File: src/rtl/kbd_display.sv
// PS/2 set-2 key tracker: follows make/break/extended prefixes, counts distinct presses in BCD,
// maps the held key to ASCII and drives six active-low seven-segment digits.
module kbd_display (
    input  logic       clk,
    input  logic       rst,
    input  logic       code_valid_i,
    input  logic [7:0] code_i,
    output logic       key_held_o,
    output logic [7:0] ascii_o,
    output logic [7:0] press_count_o,
    output logic [6:0] seg_code_lo_o,
    output logic [6:0] seg_code_hi_o,
    output logic [6:0] seg_ascii_lo_o,
    output logic [6:0] seg_ascii_hi_o,
    output logic [6:0] seg_cnt_lo_o,
    output logic [6:0] seg_cnt_hi_o
);

    typedef enum logic [1:0] {StIdle, StHeld, StBrk} state_e;

    localparam logic [6:0] SegBlank = 7'h7F;

    state_e     state_q, state_d;
    state_e     brk_from_q, brk_from_d;
    logic       ext_q, ext_d;
    logic [8:0] held_q, held_d;
    logic [7:0] cnt_q, cnt_d;
    logic [7:0] ascii_q, ascii_d;
    logic [8:0] key;
    logic       cnt_inc;
    logic       held_next;

    function automatic logic [6:0] hex_seg(input logic [3:0] v);
        logic [6:0] s;
        case (v)
            4'h0: s = 7'h40;
            4'h1: s = 7'h79;
            4'h2: s = 7'h24;
            4'h3: s = 7'h30;
            4'h4: s = 7'h19;
            4'h5: s = 7'h12;
            4'h6: s = 7'h02;
            4'h7: s = 7'h78;
            4'h8: s = 7'h00;
            4'h9: s = 7'h10;
            4'hA: s = 7'h08;
            4'hB: s = 7'h03;
            4'hC: s = 7'h46;
            4'hD: s = 7'h21;
            4'hE: s = 7'h06;
            default: s = 7'h0E;
        endcase
        return s;
    endfunction

    function automatic logic [7:0] ascii_map(input logic [7:0] c);
        logic [7:0] a;
        case (c)
            8'h1C: a = 8'h41; 8'h32: a = 8'h42; 8'h21: a = 8'h43; 8'h23: a = 8'h44;
            8'h24: a = 8'h45; 8'h2B: a = 8'h46; 8'h34: a = 8'h47; 8'h33: a = 8'h48;
            8'h43: a = 8'h49; 8'h3B: a = 8'h4A; 8'h42: a = 8'h4B; 8'h4B: a = 8'h4C;
            8'h3A: a = 8'h4D; 8'h31: a = 8'h4E; 8'h44: a = 8'h4F; 8'h4D: a = 8'h50;
            8'h15: a = 8'h51; 8'h2D: a = 8'h52; 8'h1B: a = 8'h53; 8'h2C: a = 8'h54;
            8'h3C: a = 8'h55; 8'h2A: a = 8'h56; 8'h1D: a = 8'h57; 8'h22: a = 8'h58;
            8'h35: a = 8'h59; 8'h1A: a = 8'h5A;
            8'h45: a = 8'h30; 8'h16: a = 8'h31; 8'h1E: a = 8'h32; 8'h26: a = 8'h33;
            8'h25: a = 8'h34; 8'h2E: a = 8'h35; 8'h36: a = 8'h36; 8'h3D: a = 8'h37;
            8'h3E: a = 8'h38; 8'h46: a = 8'h39;
            8'h29: a = 8'h20; 8'h5A: a = 8'h0D;
            default: a = 8'h00;
        endcase
        return a;
    endfunction

    function automatic logic [7:0] bcd_inc(input logic [7:0] v);
        logic [7:0] r;
        if (v[3:0] != 4'd9) begin
            r = {v[7:4], v[3:0] + 4'd1};
        end else if (v[7:4] != 4'd9) begin
            r = {v[7:4] + 4'd1, 4'd0};
        end else begin
            r = 8'h00;
        end
        return r;
    endfunction

    assign key = {ext_q, code_i};

    always_comb begin
        state_d    = state_q;
        brk_from_d = brk_from_q;
        ext_d      = ext_q;
        held_d     = held_q;
        cnt_inc    = 1'b0;
        if (code_valid_i) begin
            if (code_i == 8'hE0) begin
                ext_d = 1'b1;
            end else if (code_i == 8'hF0) begin
                // A repeated F0 must not overwrite the state we return to.
                if (state_q != StBrk) begin
                    brk_from_d = state_q;
                    state_d    = StBrk;
                end
            end else if (code_i == 8'h00 || code_i == 8'hFA || code_i == 8'hAA) begin
                state_d = state_q;
            end else begin
                ext_d = 1'b0;
                case (state_q)
                    StIdle: begin
                        held_d  = key;
                        state_d = StHeld;
                        cnt_inc = 1'b1;
                    end
                    StHeld: begin
                        if (key != held_q) begin
                            held_d  = key;
                            cnt_inc = 1'b1;
                        end
                    end
                    StBrk: begin
                        if (key == held_q && brk_from_q == StHeld) begin
                            state_d = StIdle;
                        end else begin
                            state_d = brk_from_q;
                        end
                    end
                    default: state_d = StIdle;
                endcase
            end
        end
        cnt_d     = cnt_inc ? bcd_inc(cnt_q) : cnt_q;
        held_next = (state_d == StHeld) || (state_d == StBrk && brk_from_d == StHeld);
        ascii_d   = (held_next && !held_d[8]) ? ascii_map(held_d[7:0]) : 8'h00;
    end

    always_ff @(posedge clk) begin
        if (!rst) begin
            state_q    <= StIdle;
            brk_from_q <= StIdle;
            ext_q      <= 1'b0;
            held_q     <= 9'h000;
            cnt_q      <= 8'h00;
            ascii_q    <= 8'h00;
        end else begin
            state_q    <= state_d;
            brk_from_q <= brk_from_d;
            ext_q      <= ext_d;
            held_q     <= held_d;
            cnt_q      <= cnt_d;
            ascii_q    <= ascii_d;
        end
    end

    // A pending break does not release the key until the matching code arrives.
    assign key_held_o    = (state_q == StHeld) || (state_q == StBrk && brk_from_q == StHeld);
    assign ascii_o       = ascii_q;
    assign press_count_o = cnt_q;

    assign seg_code_lo_o  = key_held_o ? hex_seg(held_q[3:0]) : SegBlank;
    assign seg_code_hi_o  = key_held_o ? hex_seg(held_q[7:4]) : SegBlank;
    assign seg_ascii_lo_o = key_held_o ? hex_seg(ascii_q[3:0]) : SegBlank;
    assign seg_ascii_hi_o = key_held_o ? hex_seg(ascii_q[7:4]) : SegBlank;
    assign seg_cnt_lo_o   = hex_seg(cnt_q[3:0]);
    assign seg_cnt_hi_o   = hex_seg(cnt_q[7:4]);

endmodule

File: config.mk
export PLATFORM = sky130hd
export DESIGN_NAME = kbd_display
export DESIGN_NICKNAME = d
export VERILOG_FILES = /design/src/rtl/kbd_display.sv
export SDC_FILE = /design/constraint.sdc
export NUM_CORES = 1
export LEC_CHECK = 0
export ABC_CLOCK_PERIOD_IN_PS = 5940
export BUFFER_PORTS_ARGS = -buffer_cell sky130_fd_sc_hd__buf_4
export CAP_MARGIN = 20
export CELL_PAD_IN_SITES_DETAIL_PLACEMENT = 2
export CELL_PAD_IN_SITES_GLOBAL_PLACEMENT = 2
export CORE_ASPECT_RATIO = 1.25
export CORE_UTILIZATION = 35
export CTS_CLUSTER_SIZE = 20
export DETAILED_ROUTE_END_ITERATION = 8
export PLACE_DENSITY_LB_ADDON = 0.08
export SYNTH_ARGS = -nofsm -noshare
export SYNTH_HDL_FRONTEND = slang
export SYNTH_SLANG_ARGS = --single-unit
export TNS_END_PERCENT = 1
File: constraint.sdc
create_clock -name clk -period 5.94 [get_ports clk]
set_input_delay 1.188 -clock clk [delete_from_list [all_inputs] [get_ports clk]]
set_output_delay 1.188 -clock clk [all_outputs]
set_load 0.05 [all_outputs]
Word level (Yosys, flattened, before mapping)
Memories as Yosys holds them, arrays and structs flattened. A register that Yosys moved wholly into a read port is not among the register bits.
Index checks and enable logic that the tools add are counted.
Storage, ports and cells
  register bits after elaboration: 30
  ROM bits: 1568
  input bits: 11
  logic and storage cells: 88
  memories kept: 7
Cells by class
  $add $sub $neg: 2
  equal/unequal tests: 17
  multiplexer cells: 38
  bitwise gates (word level): 3
  reductions and logical operators: 14
Memory list
  (no name shown): depth 128, width 7, rd ports 1, clocked after Yosys merged registers in 1, wr ports 0, line 58  | case (c)
  (no name shown): depth 16, width 7, rd ports 1, clocked after Yosys merged registers in 1, wr ports 0, line 35  | case (v)
  (no name shown): depth 16, width 7, rd ports 1, clocked after Yosys merged registers in 1, wr ports 0, line 35
  (no name shown): depth 16, width 7, rd ports 1, clocked after Yosys merged registers in 0, wr ports 0, line 35
  (no name shown): depth 16, width 7, rd ports 1, clocked after Yosys merged registers in 0, wr ports 0, line 35
  (no name shown): depth 16, width 7, rd ports 1, clocked after Yosys merged registers in 1, wr ports 0, line 35
  +1 memories
Operator list (count)
  $mux W9: 5
  $eq A8 B8 Y1 const B: 4
  $mux W4: 7
  $mux W7: 4
  $mux W2: 10
  $pmux W9 S2: 1
  $eq A9 B9 Y1: 1
  $ne A9 B9 Y1: 1
  $add A4 B1 Y4 const B: 2
  $eq A2 B1 Y1 const B: 4
  $logic_not A8 Y1: 1
  $mux W1: 8
  $mux W8: 1
  $ne A4 B4 Y1 const B: 2
  $ne A2 B2 Y1 const B: 3
  $pmux W2 S3: 1
  $eq A2 B2 Y1 const B: 2
  $logic_and A1 B1 Y1: 4
  $logic_or A1 B1 Y1: 4
  $not A1 Y1: 3
  $reduce_and A3 Y1: 1
  $reduce_or A3 Y1: 1
  $logic_not A2 Y1: 1
  $pmux W1 S2: 1
  other kinds (2): 2

Logic depth before layout (Yosys ltp)
  depth in word-level cells: 14
  depth in mapped cells: 17
  depth with buffers taken out: 14

Least setup slack after synthesis
Ideal clock, no wire load.
  path type: input to register
  start point: input port code_i[1]
  end point: register ascii_q[1], in the netlist ascii_o[1]
  setup time: 0.128 ns
  data arrival time: 4.100 ns
  required time: 5.812 ns
  slack: 1.712 ns
  cell stages on the path: 16
  buffers on the path: 4
  cells stage by stage: buf_6 > and3_4 > o2111a_1 > nand4bb_1 > buf_6 > or2_1 > buf_6 > buf_6 > mux2i_1 > inv_1 > ha_1 > inv_1 > o21ai_0 > a211o_1 > o211ai_1 > a21oi_1
On the way
  cells in the longest elaborated chain, start to end: 14
Ends and longest elaborated chain
  start, declared: line 7  | input logic [7:0] code_i,
  $eq A9 B9 Y1: line 121  | if (key == held_q && brk_from_q == StHeld) begin
  $logic_and A1 B1 Y1: line 121
  $mux W2: line 121
  $pmux W2 S3: line 108  | case (state_q)
  $mux W2: line 104  | end else if (code_i == 8'h00 || code_i == 8'hFA || code_i == 8'hAA) begin
  $mux W2: line 98  | end else if (code_i == 8'hF0) begin
  $mux W2: line 96  | if (code_i == 8'hE0) begin
  $mux W2: line 95  | if (code_valid_i) begin
  $eq A2 B2 Y1: line 132  | held_next = (state_d == StHeld) || (state_d == StBrk && brk_from_d == StHeld);
  $logic_and A1 B1 Y1: line 132
  $logic_or A1 B1 Y1: line 132
  $logic_and A1 B1 Y1: line 133  | ascii_d = (held_next && !held_d[8]) ? ascii_map(held_d[7:0]) : 8'h00;
  $not A1 Y1 (no line)
  $reduce_or A3 Y1 (no line)
  end, declared: line 28  | logic [7:0] ascii_q, ascii_d;
Parallel ways exist; a longest one is shown, timed or not.
A chain may end at the register's enable or synchronous reset.

Worst setup path after layout
  start point: input port code_i[3]
  end point: register ascii_q[4], in the netlist ascii_o[4]
The elaborated chain is that of the path after synthesis.

==> flow_summary.toml <==
[synth]
synth_compound_area_frac = 0.226
yosys.area.top_type = "dfxtp_1"
synth_cells = 584
synth_top_area_frac = 0.247
synth.area.mux_share = 0.0808
synth-seq-cells = 57
synth_area_leaders = "dfxtp_1 (25%), ha_1 (11%), mux2i_1 (5.9%)"
yosysSeqAreaShare = 0.247
syn_area_per_cell_um2 = 7.90
synth_top_family_by_area = "compound AO/OA/AOI/OAI gates"
yosys.area_share.adder = 0.114
syn-num-nets = 637
syn_area_mm2 = 0.00462
yosysWarnings = 0
synthSimpleGateAreaFrac = 0.220
synth_edf_count = 0
synth.distinct_cells = 70
synthXorXnorAreaFrac = 0.0304
ys_async_sr_fraction = 0
ys.flop_type = "dfxtp_1"

[cts]
cts_tree = "yes"
holdBufCountCts = 0
ctsResizeCount = 0
root_buffer = "clkbuf_16"
cts-htree-levels = 3
postCtsSetupBuffers = 0
cts_buffers = 9
clockBufferDepth = 2
clk_pin_slew_worst_paths_ns = 0.06
clock_sinks = 57
clk_latency_ns = 0.33

[setup_path]
critical_path_class = "in -> reg"
path_buf_inv = 4
end_kind = "register"
path_delay_family = "simple AND/OR/NAND/NOR gates"
crit_chain = "buf_4 > and3_4 > o2111a_1 > nand4bb_1 > or2_1 > buf_4 > mux2i_1 > buf_4 > inv_1 > ha_1 > nand2_1 > a2111oi_0 > o21ai_0 > a21oi_1"
critical_path.max_stage_delay_ns = 0.54
cpMostUsedCell = "buf_4"
slowest_stage = "nand4bb_1"
crit_path_start_kind = "input pin"
worstPathArrival_ns = 4.87
crit_fanout = 22
required_ns = 6.18

[global_route]
grt_max_degree = 46
grtUsageTotal = 0.237
grt_first_pass_wirelength_mm = 25.3
antenna_found_initial = 0
grt.overflow.total = 0
first_global_vias = 4837

[layout]
fill_cells = 1494
n_antenna_cell = 0
final_util = 0.433
drive_gt1_frac = 0.177
fin_nets = 686
synthToLayoutAreaGrowth_pct = 20.0

[timing]
clock_skew_ns = 0.0141
relSlewSlack = 0.266
hold_viol = 0
tightest_slew_ns = 1.08
setup_viol = 0
max_freq_ghz = 0.216
fin_crit_ns = 4.63
fin_setup_tns_ns = 0
whs_ns = 0.501
rsz0062_at_grt = "false"
drv_slew = 0
fin_crit_sh = 0.779

[power_and_ir_drop]
vdd_drop_max_uv = 145
clockPowerShare = 0.415
switching_share = 0.352
combPwrFrac = 0.285
intPower_mw = 0.913
total_power_mw = 1.41
seqPwrFrac = 0.300
switchingPower_mw = 0.496
p_leak_nw = 2.36
p_per_area_mw_per_mm2 = 254

[drt]
drt_iter0_drc = 133
viasPerCell = 5.55
wl_per_cell_um = 19.7
routed_wl_mm = 15.9
vias = 4474
drc = 0
drt_pass1_iterations = 4
ant_nets = 0

[floorplanning]
core_area_mm2 = 0.0128
die-area_mm2 = 0.0137
fp.dieH_um = 130
row_count = 46
pin_count = 70
start_util = 0.361
die_width_um = 105

[run_status]
status = "complete, no violations"

[placed_design]
hpwl_mm = 11.9
port_buffers = 68
gp_congestion = 0.868

[min_path]
hold_class = "reg -> reg"

[flow_run]
drv_cap = 0
worst paths after layout:
check                                   start             to  slack, ns  cells after the start
worst min-delay path            brk_from_q[0]  brk_from_q[0]       0.50                      2
worst max register to register      held_q[1]     ascii_o[4]       2.07                     13
worst min register to register  brk_from_q[0]  brk_from_q[0]       0.50                      2
worst max-delay path                code_i[3]     ascii_o[4]       1.31                     14
placed cells by master, fill, tap and decap left out, types with 3 or more instances in the layout:
cell,instances
nor2_1,31
a32oi_1,3
mux2i_1,25
a31oi_1,4
nor2b_1,13
dfxtp_1,57
o311ai_0,5
nor3_1,4
mux2_2,4
nand3_1,18
a211oi_1,6
nand4_1,9
and2_1,9
xnor2_1,14
nor4_1,3
nand2b_1,23
buf_4,76
o22ai_1,8
clkbuf_16,9
a21oi_1,22
o211ai_1,10
o221ai_1,3
a21o_1,4
nand2_1,64
a22o_1,7
o21a_1,3
mux2i_2,4
a21boi_0,4
o21ai_0,45
ha_1,42
a2111oi_0,3
nor3b_1,3
inv_1,46
tightest hold or removal path: cells and delay by family, from the launching register on:
kind,cells,cell delay [ns]
AO/OA/AOI/OAI,1,0.07
flip-flops,1,0.33
AND/OR/NAND/NOR,1,0.06
per-layer routing:
metal | track usage | up-vias | routed length [um]
met5 | 0 | - | 0
met4 | 0.0812 | 0 | 296
met3 | 0.0362 | 23 | 477
met2 | 0.481 | 80 | 8890
met1 | 0.247 | 2216 | 6210
li1 | - | 2155 | -
synth_stat cells, drive strengths merged, types with 3 or more instances:
master and n:
a21oi 22, dfxtp 57, nor2 31, clkbuf 19
nor4 5, a2111oi 3, a21boi 5, mux2i 29
a31oi 4, a211oi 8, and2 9, nand4 9
inv 46, o21a 3, o22ai 8, nor2b 13
nand2b 23, xnor2 14, a22o 7, a21o 4
o21ai 46, nand2 64, nor3 4, a32oi 3
and3 3, buf 19, ha 42, nand3 18
o211ai 10, o311ai 5, nor3b 3, o221ai 3
mux2 6
power by group through the flow:
stage | Combinational (mW) | Clock, mW | Sequential [mW]
floorplan | 0.260 | 0 | 0.451
global placement | 0.390 | 0 | 0.431
detailed placement | 0.400 | 0 | 0.432
CTS | 0.404 | 0.593 | 0.424
global route | 0.431 | 0.613 | 0.426
finish | 0.401 | 0.585 | 0.423
logic make-up (layout without fill, tap and decap cells):
| group | count (synthesis) | after routing |
|---|---|---|
| AO/OA/AOI/OAI | 153 | 153 |
| XOR/XNOR | 16 | 16 |
| adder cells (fa/ha/maj) | 42 | 42 |
| buffers and inverters | 85 | 139 |
| flip-flops | 57 | 57 |
| multiplexers | 35 | 35 |
| other | 1 | 1 |
| AND/OR/NAND/NOR | 195 | 195 |
final cells by class:
type / instances / area, um^2 / share of cell area
well taps: 168 / 210 / 0.0380
clock buffers: 10 / 239 / 0.0432
repair buffers: 76 / 571 / 0.103
multi-input cells: 442 / 3110 / 0.562
flip-flops and latches: 57 / 1140 / 0.206
clock inverters: 6 / 90.1 / 0.0163
inverters: 47 / 176 / 0.0319
per-stage QoR:
step | setup slack, ns | cell area, um^2 | cells
floorplan | 1.71 | 4620 | 584
global placement | 1.25 | 5210 | 790
detailed placement | 1.08 | 5210 | 790
CTS | 1.30 | 5540 | 806
global route | 1.11 | 5540 | 806
finish | 1.31 | 5540 | 806
Note: power is estimated with default switching activity, not from simulation.
